==> config.mk <==
export PLATFORM = sky130hd
export DESIGN_NAME = seq_alu
export DESIGN_NICKNAME = d
export VERILOG_FILES = /design/src/rtl/seq_alu.sv
export SDC_FILE = /design/constraint.sdc
export NUM_CORES = 1
export LEC_CHECK = 0
export CAP_MARGIN = 20
export CORE_UTILIZATION = 64
export CTS_CLUSTER_DIAMETER = 50
export DETAILED_ROUTE_END_ITERATION = 7
export PLACE_DENSITY = 0.86
export REMOVE_ABC_BUFFERS = 1
export SLEW_MARGIN = 20
export SYNTH_ARGS = -nofsm -noshare
export SYNTH_HDL_FRONTEND = slang
export SYNTH_SLANG_ARGS = --single-unit
==> constraint.sdc <==
create_clock -name clk -period 5.8 [get_ports clk]
set_clock_uncertainty 0.1 [all_clocks]
set_input_delay 0.58 -clock clk [delete_from_list [all_inputs] [get_ports clk]]
set_output_delay 0.58 -clock clk [all_outputs]
set_load 0.01 [all_outputs]
==> src/rtl/seq_alu.sv <==
// ============================================================================
//  Module   : seq_alu
//  Brief    : Registered ALU with single-cycle ops plus multi-cycle shift-by-N
//             and shift-add multiply behind a valid/ready handshake.
//  Revision : 1.0 - initial release
// ============================================================================
`default_nettype none

module seq_alu #(
    parameter int WIDTH = 8
) (
    input  logic             clk,
    input  logic             rst,
    input  logic             valid_in,
    output logic             ready_out,
    input  logic [3:0]       op_in,
    input  logic [WIDTH-1:0] a_in,
    input  logic [WIDTH-1:0] b_in,
    input  logic [3:0]       status_in,
    output logic             valid_out,
    output logic [WIDTH-1:0] result_out,
    output logic [3:0]       status_out
);

    localparam int c_cnt_w = $clog2(WIDTH) + 1;

    localparam logic [0:0] c_st_idle = 1'b0;
    localparam logic [0:0] c_st_busy = 1'b1;

    localparam logic [3:0] c_op_shr  = 4'h0;
    localparam logic [3:0] c_op_shl  = 4'h1;
    localparam logic [3:0] c_op_ror  = 4'h2;
    localparam logic [3:0] c_op_rol  = 4'h3;
    localparam logic [3:0] c_op_inc  = 4'h4;
    localparam logic [3:0] c_op_dec  = 4'h5;
    localparam logic [3:0] c_op_add  = 4'h6;
    localparam logic [3:0] c_op_sub  = 4'h7;
    localparam logic [3:0] c_op_not  = 4'h8;
    localparam logic [3:0] c_op_and  = 4'h9;
    localparam logic [3:0] c_op_or   = 4'hA;
    localparam logic [3:0] c_op_mov  = 4'hB;
    localparam logic [3:0] c_op_shrn = 4'hC;
    localparam logic [3:0] c_op_shln = 4'hD;
    localparam logic [3:0] c_op_mul  = 4'hE;
    localparam logic [3:0] c_op_adc  = 4'hF;

    localparam logic [1:0] c_k_shrn = 2'd0;
    localparam logic [1:0] c_k_shln = 2'd1;
    localparam logic [1:0] c_k_mul  = 2'd2;

    logic [0:0]           r_state;
    logic [1:0]           r_kind;
    logic [c_cnt_w-1:0]   r_cnt;
    logic [WIDTH-1:0]     r_shreg;
    logic [2*WIDTH-1:0]   r_acc;
    logic [2*WIDTH-1:0]   r_mcand;
    logic [WIDTH-1:0]     r_mplier;
    logic                 r_vin;
    logic [WIDTH-1:0]     r_result;
    logic [3:0]           r_status;
    logic                 r_valid;

    logic                 w_cin;
    logic                 w_vin;
    logic [WIDTH-1:0]     w_bop;
    logic                 w_ci;
    logic [WIDTH:0]       w_sum;
    logic                 w_arith_v;
    logic [WIDTH-1:0]     w_res;
    logic                 w_c;
    logic                 w_v;
    logic [3:0]           w_status_single;
    logic [c_cnt_w-1:0]   w_shift_n;
    logic                 w_is_multi;
    logic [WIDTH-1:0]     w_sh_next;
    logic                 w_sh_cout;
    logic [2*WIDTH-1:0]   w_acc_next;
    logic [WIDTH-1:0]     w_fin_res;
    logic                 w_fin_c;
    logic                 w_unused;

    assign w_cin     = status_in[3];
    assign w_vin     = status_in[1];
    assign w_unused  = ^{status_in[2], status_in[0]};
    assign ready_out = (r_state == c_st_idle);

    // Every add-type op is a + operand + carry-in; SUB uses ~b with carry-in 1.
    always_comb begin
        w_bop = '0;
        w_ci  = 1'b0;
        case (op_in)
            c_op_inc: w_ci = 1'b1;
            c_op_dec: w_bop = '1;
            c_op_add: w_bop = b_in;
            c_op_adc: begin w_bop = b_in;  w_ci = w_cin; end
            c_op_sub: begin w_bop = ~b_in; w_ci = 1'b1;  end
            default:  ;
        endcase
        w_sum     = {1'b0, a_in} + {1'b0, w_bop} + {{WIDTH{1'b0}}, w_ci};
        w_arith_v = (a_in[WIDTH-1] == w_bop[WIDTH-1]) &&
                    (w_sum[WIDTH-1] != a_in[WIDTH-1]);
    end

    always_comb begin
        w_res = a_in;
        w_c   = w_cin;
        w_v   = w_vin;
        case (op_in)
            c_op_shr: begin w_res = a_in >> 1; w_c = a_in[0]; end
            c_op_shl: begin w_res = a_in << 1; w_c = a_in[WIDTH-1]; end
            c_op_ror: begin w_res = {w_cin, a_in[WIDTH-1:1]}; w_c = a_in[0]; end
            c_op_rol: begin w_res = {a_in[WIDTH-2:0], w_cin}; w_c = a_in[WIDTH-1]; end
            c_op_inc, c_op_dec, c_op_add, c_op_sub, c_op_adc: begin
                w_res = w_sum[WIDTH-1:0];
                w_c   = w_sum[WIDTH];
                w_v   = w_arith_v;
            end
            c_op_not: w_res = ~a_in;
            c_op_and: w_res = a_in & b_in;
            c_op_or:  w_res = a_in | b_in;
            c_op_mov: w_res = a_in;
            default:  w_res = a_in;
        endcase
        w_status_single = {w_c, w_res[WIDTH-1], w_v, ~|w_res};
    end

    always_comb begin
        if (b_in >= WIDTH'(WIDTH)) begin
            w_shift_n = c_cnt_w'(WIDTH);
        end else begin
            w_shift_n = b_in[c_cnt_w-1:0];
        end
        w_is_multi = (op_in == c_op_mul) ||
                     (((op_in == c_op_shrn) || (op_in == c_op_shln)) &&
                      (w_shift_n != '0));
    end

    // One iteration of the active multi-cycle op, applied at every BUSY edge.
    always_comb begin
        if (r_kind == c_k_shln) begin
            w_sh_next = r_shreg << 1;
            w_sh_cout = r_shreg[WIDTH-1];
        end else begin
            w_sh_next = r_shreg >> 1;
            w_sh_cout = r_shreg[0];
        end
        w_acc_next = r_mplier[0] ? (r_acc + r_mcand) : r_acc;
        if (r_kind == c_k_mul) begin
            w_fin_res = w_acc_next[WIDTH-1:0];
            w_fin_c   = |w_acc_next[2*WIDTH-1:WIDTH];
        end else begin
            w_fin_res = w_sh_next;
            w_fin_c   = w_sh_cout;
        end
    end

    always_ff @(posedge clk) begin
        if (rst) begin
            r_state  <= c_st_idle;
            r_kind   <= c_k_shrn;
            r_cnt    <= '0;
            r_shreg  <= '0;
            r_acc    <= '0;
            r_mcand  <= '0;
            r_mplier <= '0;
            r_vin    <= 1'b0;
            r_result <= '0;
            r_status <= '0;
            r_valid  <= 1'b0;
        end else begin
            r_valid <= 1'b0;
            case (r_state)
                c_st_idle: begin
                    if (valid_in) begin
                        r_vin <= w_vin;
                        if (w_is_multi) begin
                            r_state  <= c_st_busy;
                            r_shreg  <= a_in;
                            r_acc    <= '0;
                            r_mcand  <= {{WIDTH{1'b0}}, a_in};
                            r_mplier <= b_in;
                            if (op_in == c_op_mul) begin
                                r_kind <= c_k_mul;
                                r_cnt  <= c_cnt_w'(WIDTH);
                            end else begin
                                r_kind <= (op_in == c_op_shln) ? c_k_shln : c_k_shrn;
                                r_cnt  <= w_shift_n;
                            end
                        end else begin
                            r_result <= w_res;
                            r_status <= w_status_single;
                            r_valid  <= 1'b1;
                        end
                    end
                end
                c_st_busy: begin
                    r_cnt    <= r_cnt - c_cnt_w'(1);
                    r_shreg  <= w_sh_next;
                    r_acc    <= w_acc_next;
                    r_mcand  <= r_mcand << 1;
                    r_mplier <= r_mplier >> 1;
                    if (r_cnt == c_cnt_w'(1)) begin
                        r_state  <= c_st_idle;
                        r_result <= w_fin_res;
                        r_status <= {w_fin_c, w_fin_res[WIDTH-1], r_vin, ~|w_fin_res};
                        r_valid  <= 1'b1;
                    end
                end
                default: r_state <= c_st_idle;
            endcase
        end
    end

    assign valid_out  = r_valid;
    assign result_out = r_result;
    assign status_out = r_status;

endmodule

`default_nettype wire
# ---- Word level (Yosys, flattened, before mapping)
# Index checks and enable logic that the tools add are counted.
dict set report word_totals {
  mem_bits_ro 0
  input_bits 27
  mem_count 0
  reg_bits 69
  latch_bits 0
  ramBits 0
  elab_cells 109
}
dict set report classes {
  n_eq_ne 23
  reduce_logical 20
  mul 0
  order_cmp 1
  div 0
  n_shift 0
  add_sub_neg 4
  n_bitwise 5
  n_mux 45
}
# cell count
set ops {}
lappend ops {{$mux W16} 5}
lappend ops {{$mux W8} 9}
lappend ops {{$pmux W16 S2} 2}
lappend ops {{$pmux W8 S8} 1}
lappend ops {{$pmux W8 S2} 3}
lappend ops {{$eq A4 B4 Y1 const B} 7}
lappend ops {{$mux W4} 7}
lappend ops {{$pmux W8 S3} 1}
lappend ops {{$reduce_or A8 Y1} 3}
lappend ops {{$add A16 B16 Y16} 1}
lappend ops {{$eq A4 B3 Y1 const B} 4}
lappend ops {{$not A8 Y8} 2}
lappend ops {{$pmux W4 S2} 2}
lappend ops {{$mux W1} 10}
lappend ops {{$add A8 B8 Y9} 1}
lappend ops {{$add A9 B1 Y9} 1}
lappend ops {{$and A8 B8 Y8} 1}
lappend ops {{$eq A4 B1 Y1 const B} 2}
lappend ops {{$eq A4 B2 Y1 const B} 2}
lappend ops {{$ge A8 B4 Y1 const B} 1}
lappend ops {{$or A8 B8 Y8} 1}
lappend ops {{$reduce_or A2 Y1} 4}
lappend ops {{$pmux W1 S2} 3}
lappend ops {{$reduce_and A3 Y1} 2}
lappend ops {{17 further kinds} 23}

# ---- Longest topological paths before layout
dict set report depth {
  word_depth 11
  depth_mapped 17
  ltp_nobuf 15
}

# ---- Worst setup path after synthesis
# OpenSTA, ideal clock, no wires.
dict set report synth_timing {
  kind {in2reg}
  from {input op_in[0]}
  to {register r_status[3], in the netlist status_out[3]}
  n_path_buf 3
  arrival_time_ns 3.860
  path_stages 15
  t_required_ns 5.626
  slack_ns 1.766
  setup_time_ns 0.074
  path_cell_list {buf_2 > buf_2 > buf_2 > xnor2_1 > and3_1 > o21ai_0 > fa_1 > fa_1 > nand2b_1 > a21oi_1 > o31ai_1 > a2111oi_2 > nor3_1 > a211o_1 > a31oi_1}
}
dict set report synth_via {
  elab_chain_len 9
  elab_cells_between_ends 30
  cone_classes {2 x add/sub; 12 x eq/ne; 6 x mux; 10 x reduce/logical}
}
# element line
set synth_rtl {}
lappend synth_rtl {{start, declared} 16} ;# input logic [3:0] op_in,
lappend synth_rtl {{$eq A4 B3 Y1 / $eq A4 B4 Y1 (equally long branches)} {91, 108}}
lappend synth_rtl {{$reduce_or A2 Y1 (no line)} n/a}
lappend synth_rtl {{$pmux W8 S3} 91} ;# case (op_in)
lappend synth_rtl {{$add A8 B8 Y9} 99} ;# w_sum = {1'b0, a_in} + {1'b0, w_bop} + {{WIDTH{1'b0}}, w_ci};
lappend synth_rtl {{$add A9 B1 Y9} 99}
lappend synth_rtl {{$pmux W1 S3} 108} ;# case (op_in)
lappend synth_rtl {{$mux W4} 176} ;# if (w_is_multi) begin
lappend synth_rtl {{$mux W4} 174} ;# if (valid_in) begin
lappend synth_rtl {{$pmux W4 S2} 172} ;# case (r_state)
lappend synth_rtl {{end signal, assigned} 191} ;# r_status <= w_status_single;
lappend synth_rtl {{end signal, assigned} 205} ;# r_status <= {w_fin_c, w_fin_res[WIDTH-1], r_vin, ~|w_fin_res};
lappend synth_rtl {{end, declared} 60} ;# logic [3:0] r_status;
# Several ways; a longest one is shown, not always the timed one. The select of a mux whose other input is x is not followed.
# A chain may end at the register's enable or synchronous reset.

# ---- Final worst setup path
# Ends and elaborated chain as after synthesis.

==> run_results.csv <==
group,metric,value,unit
run_status,status,"complete, no violations",
routing,drc,0,
final_layout,finalNetCount,767,
power_and_ir_drop,finalPower,1220,uW
timing,max_clock_freq,226,MHz
yosys,synth-edff-count,0,
yosys,ys_warn_count,0,
final_layout,areaGrowthSynthToFinish,10.3,%
global_route,grt_pass1_vias,5149,
floorplanning,dieArea,8640,um2
place,post_dp_cell_area,5610,um2
routing,viasPerCell,6.74,
floorplanning,initial_core_util,67.5,%
timing,slew_violations,0,
place,dpl_worst_slack,0.999,ns
critical_path,worstPathArrival,4.61,ns
place,port_buffers,38,
power_and_ir_drop,pwr-share-clk,38.1,%
floorplanning,rows,32,
yosys,ys_seq_area_share,25.7,%
critical_path,crit_type,"primary input to flop",
routing,ant_nets,0,
power_and_ir_drop,peakVddDrop,0.143,mV
yosys,synth-simple-area-share,22.3,%
timing,post-route-min-period,4.43,ns
timing,rsz0062_at_grt,"false",
yosys,async_flop_share,0,%
yosys,ys.flop_type,"dfxtp_1",
clock_network,path_clk_slew,0.08,ns
power_and_ir_drop,cell_internal_pwr,843,uW
yosys,synth_cell_types,72,
power_and_ir_drop,p_per_area,208,nW/um2
yosys,synth_top_family_by_area,"compound AO/OA/AOI/OAI gates",
power_and_ir_drop,power.switching,372,uW
critical_path,max_stage_delay,0.65,ns
critical_path,critPathRequiredTime,5.98,ns
floorplanning,ios,41,
global_route,antenna_found_initial,0,
routing,dr.first_iter.drc_count,484,
global_route,grt_util_all_layers,37.1,%
clock_network,clk_path_buf_depth,2,
final_layout,drive_above_1_share,6.96,%
critical_path,critical_path.top_delay_family,"compound AO/OA/AOI/OAI gates",
clock_network,post-cts-setup-buffer-count,0,
critical_path,path_cells,"clkdlybuf4s50_1, xnor2_1, and3_1, o21ai_0, fa_1, fa_1, nand2b_1, a21oi_1, o31ai_1, a2111oi_2, nor3_1, a211o_1, a31oi_1",
floorplanning,die_x,93.0,um
min_path,hold_path.class,"flop to flop",
critical_path,start_kind,"primary input",
clock_network,clockRootBuffer,"clkbuf_8",
yosys,synth-compound-area-share,29.4,%
critical_path,crit_path_frequent_cell,"fa_1",
floorplanning,dieHeight,93.0,um
power_and_ir_drop,combPwrFrac,21.1,%
routing,wl,15.5,mm
global_route,grt_first_pass_wirelength,25.2,mm
clock_network,cts_resized,0,
timing,finalHoldViolCount,0,
clock_network,cts_sinks,68,
yosys,mappedNetlistArea,5300,um2
timing,finalSetupViolCount,0,
final_layout,num_antenna_cells,0,
clock_network,clk-insertion-delay-late,0.36,ns
yosys,postSynthCellCount,711,
global_route,overflow,0,
final_layout,postLayoutCellArea,5840,um2
routing,vias,5524,
routing,post_drt_wl_per_cell,18.9,um
yosys,synth_adder_area_share,6.80,%
clock_network,hold_buffers,0,
yosys,synth-seq-cells,68,
timing,setup_slack,1.37,ns
power_and_ir_drop,power_frac_seq,40.8,%
power_and_ir_drop,netSwitchingFraction,30.6,%
global_route,grt_max_degree,74,
floorplanning,core,7850,um2
timing,finalSetupTns,0,ns
routing,firstDrtPassIters,7,
timing,relSlewSlack,32.9,%
yosys,synth_area_per_cell,7.45,um2
critical_path,cpMaxStageDelayCell,"clkdlybuf4s50_1",
clock_network,htreeDepth,3,
timing,tightest_slew,1.01,ns
yosys,synthMuxAreaShare,6.28,%
critical_path,cp_max_fo,13,
critical_path,crit_buf_inv,1,
clock_network,cts_inserted_buffers,9,
yosys,synthXorXnorAreaFrac,3.14,%
timing,finalCritPeriodShare,76.3,%
place,hpwl,11.0,mm
clock_network,cts_tree,"yes",
power_and_ir_drop,power_leakage,0.00239,uW
critical_path,crit_path_end_kind,"flop",
run,max-cap-violations,0,
place,gp_congestion,0.946,
## metal layers
layer / global-route usage [%] / vias up / wire length (um)
met5: 0 / - / 0
met4: 17.4 / 0 / 608
met3: 5.61 / 64 / 1030
met2: 63.6 / 257 / 7480
met1: 45.5 / 2607 / 6390
li1: - / 2596 / -
## cells in the final DEF, fill, tap and decap left out, types with 17 or more instances in the layout
| cell | netlist | routed |
|---|---|---|
| nor2_1 | 97 | 97 |
| a21oi_1 | 85 | 85 |
| nand2_1 | 67 | 67 |
| dfxtp_1 | 68 | 67 |
| o21ai_0 | 38 | 38 |
| clkdlybuf4s50_1 | 0 | 37 |
| mux2i_1 | 28 | 28 |
| ha_1 | 24 | 24 |
| nor3_1 | 19 | 19 |
| inv_1 | 17 | 17 |
## logic make-up (layout without fill, tap and decap cells)
| logic type | Yosys count | after routing |
|---|---|---|
| mux | 32 | 32 |
| xor+xnor | 19 | 19 |
| simple gates | 256 | 256 |
| buf+inv | 75 | 82 |
| fa+ha+maj | 27 | 27 |
| flops | 68 | 68 |
| compound gates | 234 | 234 |
## cells in the mapped netlist, types with 5 or more instances
cell	count	share of area, %
o211ai_1	14	2.0
nor4_1	5	0.59
a222oi_1	6	1.1
o21ai_0	38	3.6
nand2_1	67	4.7
a21oi_1	85	8.0
nor2b_1	9	1.1
clkbuf_1	35	2.5
a31oi_1	14	1.7
o31ai_1	5	0.71
and3_1	16	1.9
buf_2	12	1.1
a211oi_1	6	0.85
nand2b_1	11	1.3
ha_1	24	5.7
xor2_1	8	1.3
inv_1	17	1.2
dfxtp_1	68	26
nand3_1	12	1.1
a21o_1	6	0.85
o22ai_1	5	0.59
mux2i_1	28	5.3
nor3_1	19	1.8
nor2_1	97	6.9
xnor2_1	11	1.8
a22oi_1	11	1.6
## worst paths after layout
path	startpoint	to	slack, ns	cells past startpoint
hold reg to reg	result_out[4]$_SDFFE_PP0P_	result_out[4]$_SDFFE_PP0P_	0.36	2
setup reg to reg	r_acc[0]$_SDFFE_PP0P_	status_out[0]$_SDFFE_PP0P_	2.84	10
hold / removal	result_out[4]$_SDFFE_PP0P_	result_out[4]$_SDFFE_PP0P_	0.36	2
setup / recovery	op_in[0]	status_out[3]$_SDFFE_PP0P_	1.37	13
## state kept, by name, summed over array words and instances, names as in the netlist
register	flops
r_kind	2
r_mplier	8
r_acc	16
result_out	7
status_out	4
r_state	1
valid_out	1
r_mcand	16
r_cnt	4
r_shreg	8
r_vin	1
## cell type report
cell class	instances	area, um2
fillers	615	2010
repair buffers	48	450
inverters	18	67.6
clock buffers	10	138
well taps	102	128
flip-flops and latches	68	1360
multi-input cells	568	3600
clock inverters	6	95.1
## power by group through the flow
stage                     registers, uW  logic, uW  clock network [uW]
final                               496        256                 463
after global routing                497        277                 485
after CTS                           495        251                 464
after detailed placement            506        249                   0
after global placement              505        245                   0
after floorplan                     512        134                   0
## worst reg2reg max path: stages (launching register included)
cell	delay, ns
dfxtp_1	0.34
ha_1	0.26
fa_1	0.46
a21oi_4	0.20
o2111ai_4	0.19
xnor2_1	0.18
nor2_1	0.07
a21oi_1	0.19
o211ai_1	0.18
or4_1	0.58
o21ai_1	0.14
## metrics by stage
step / hold slack, ns / cells / utilization, %
after global placement: 0.343 / 804 / 71.5
after CTS: 0.358 / 820 / 74.4
after detailed placement: 0.348 / 804 / 71.5
after global routing: 0.374 / 820 / 74.4
after floorplan: 0.346 / 654 / -
final: 0.357 / 820 / 74.4
Note: power is estimated with default switching activity, not from simulation.
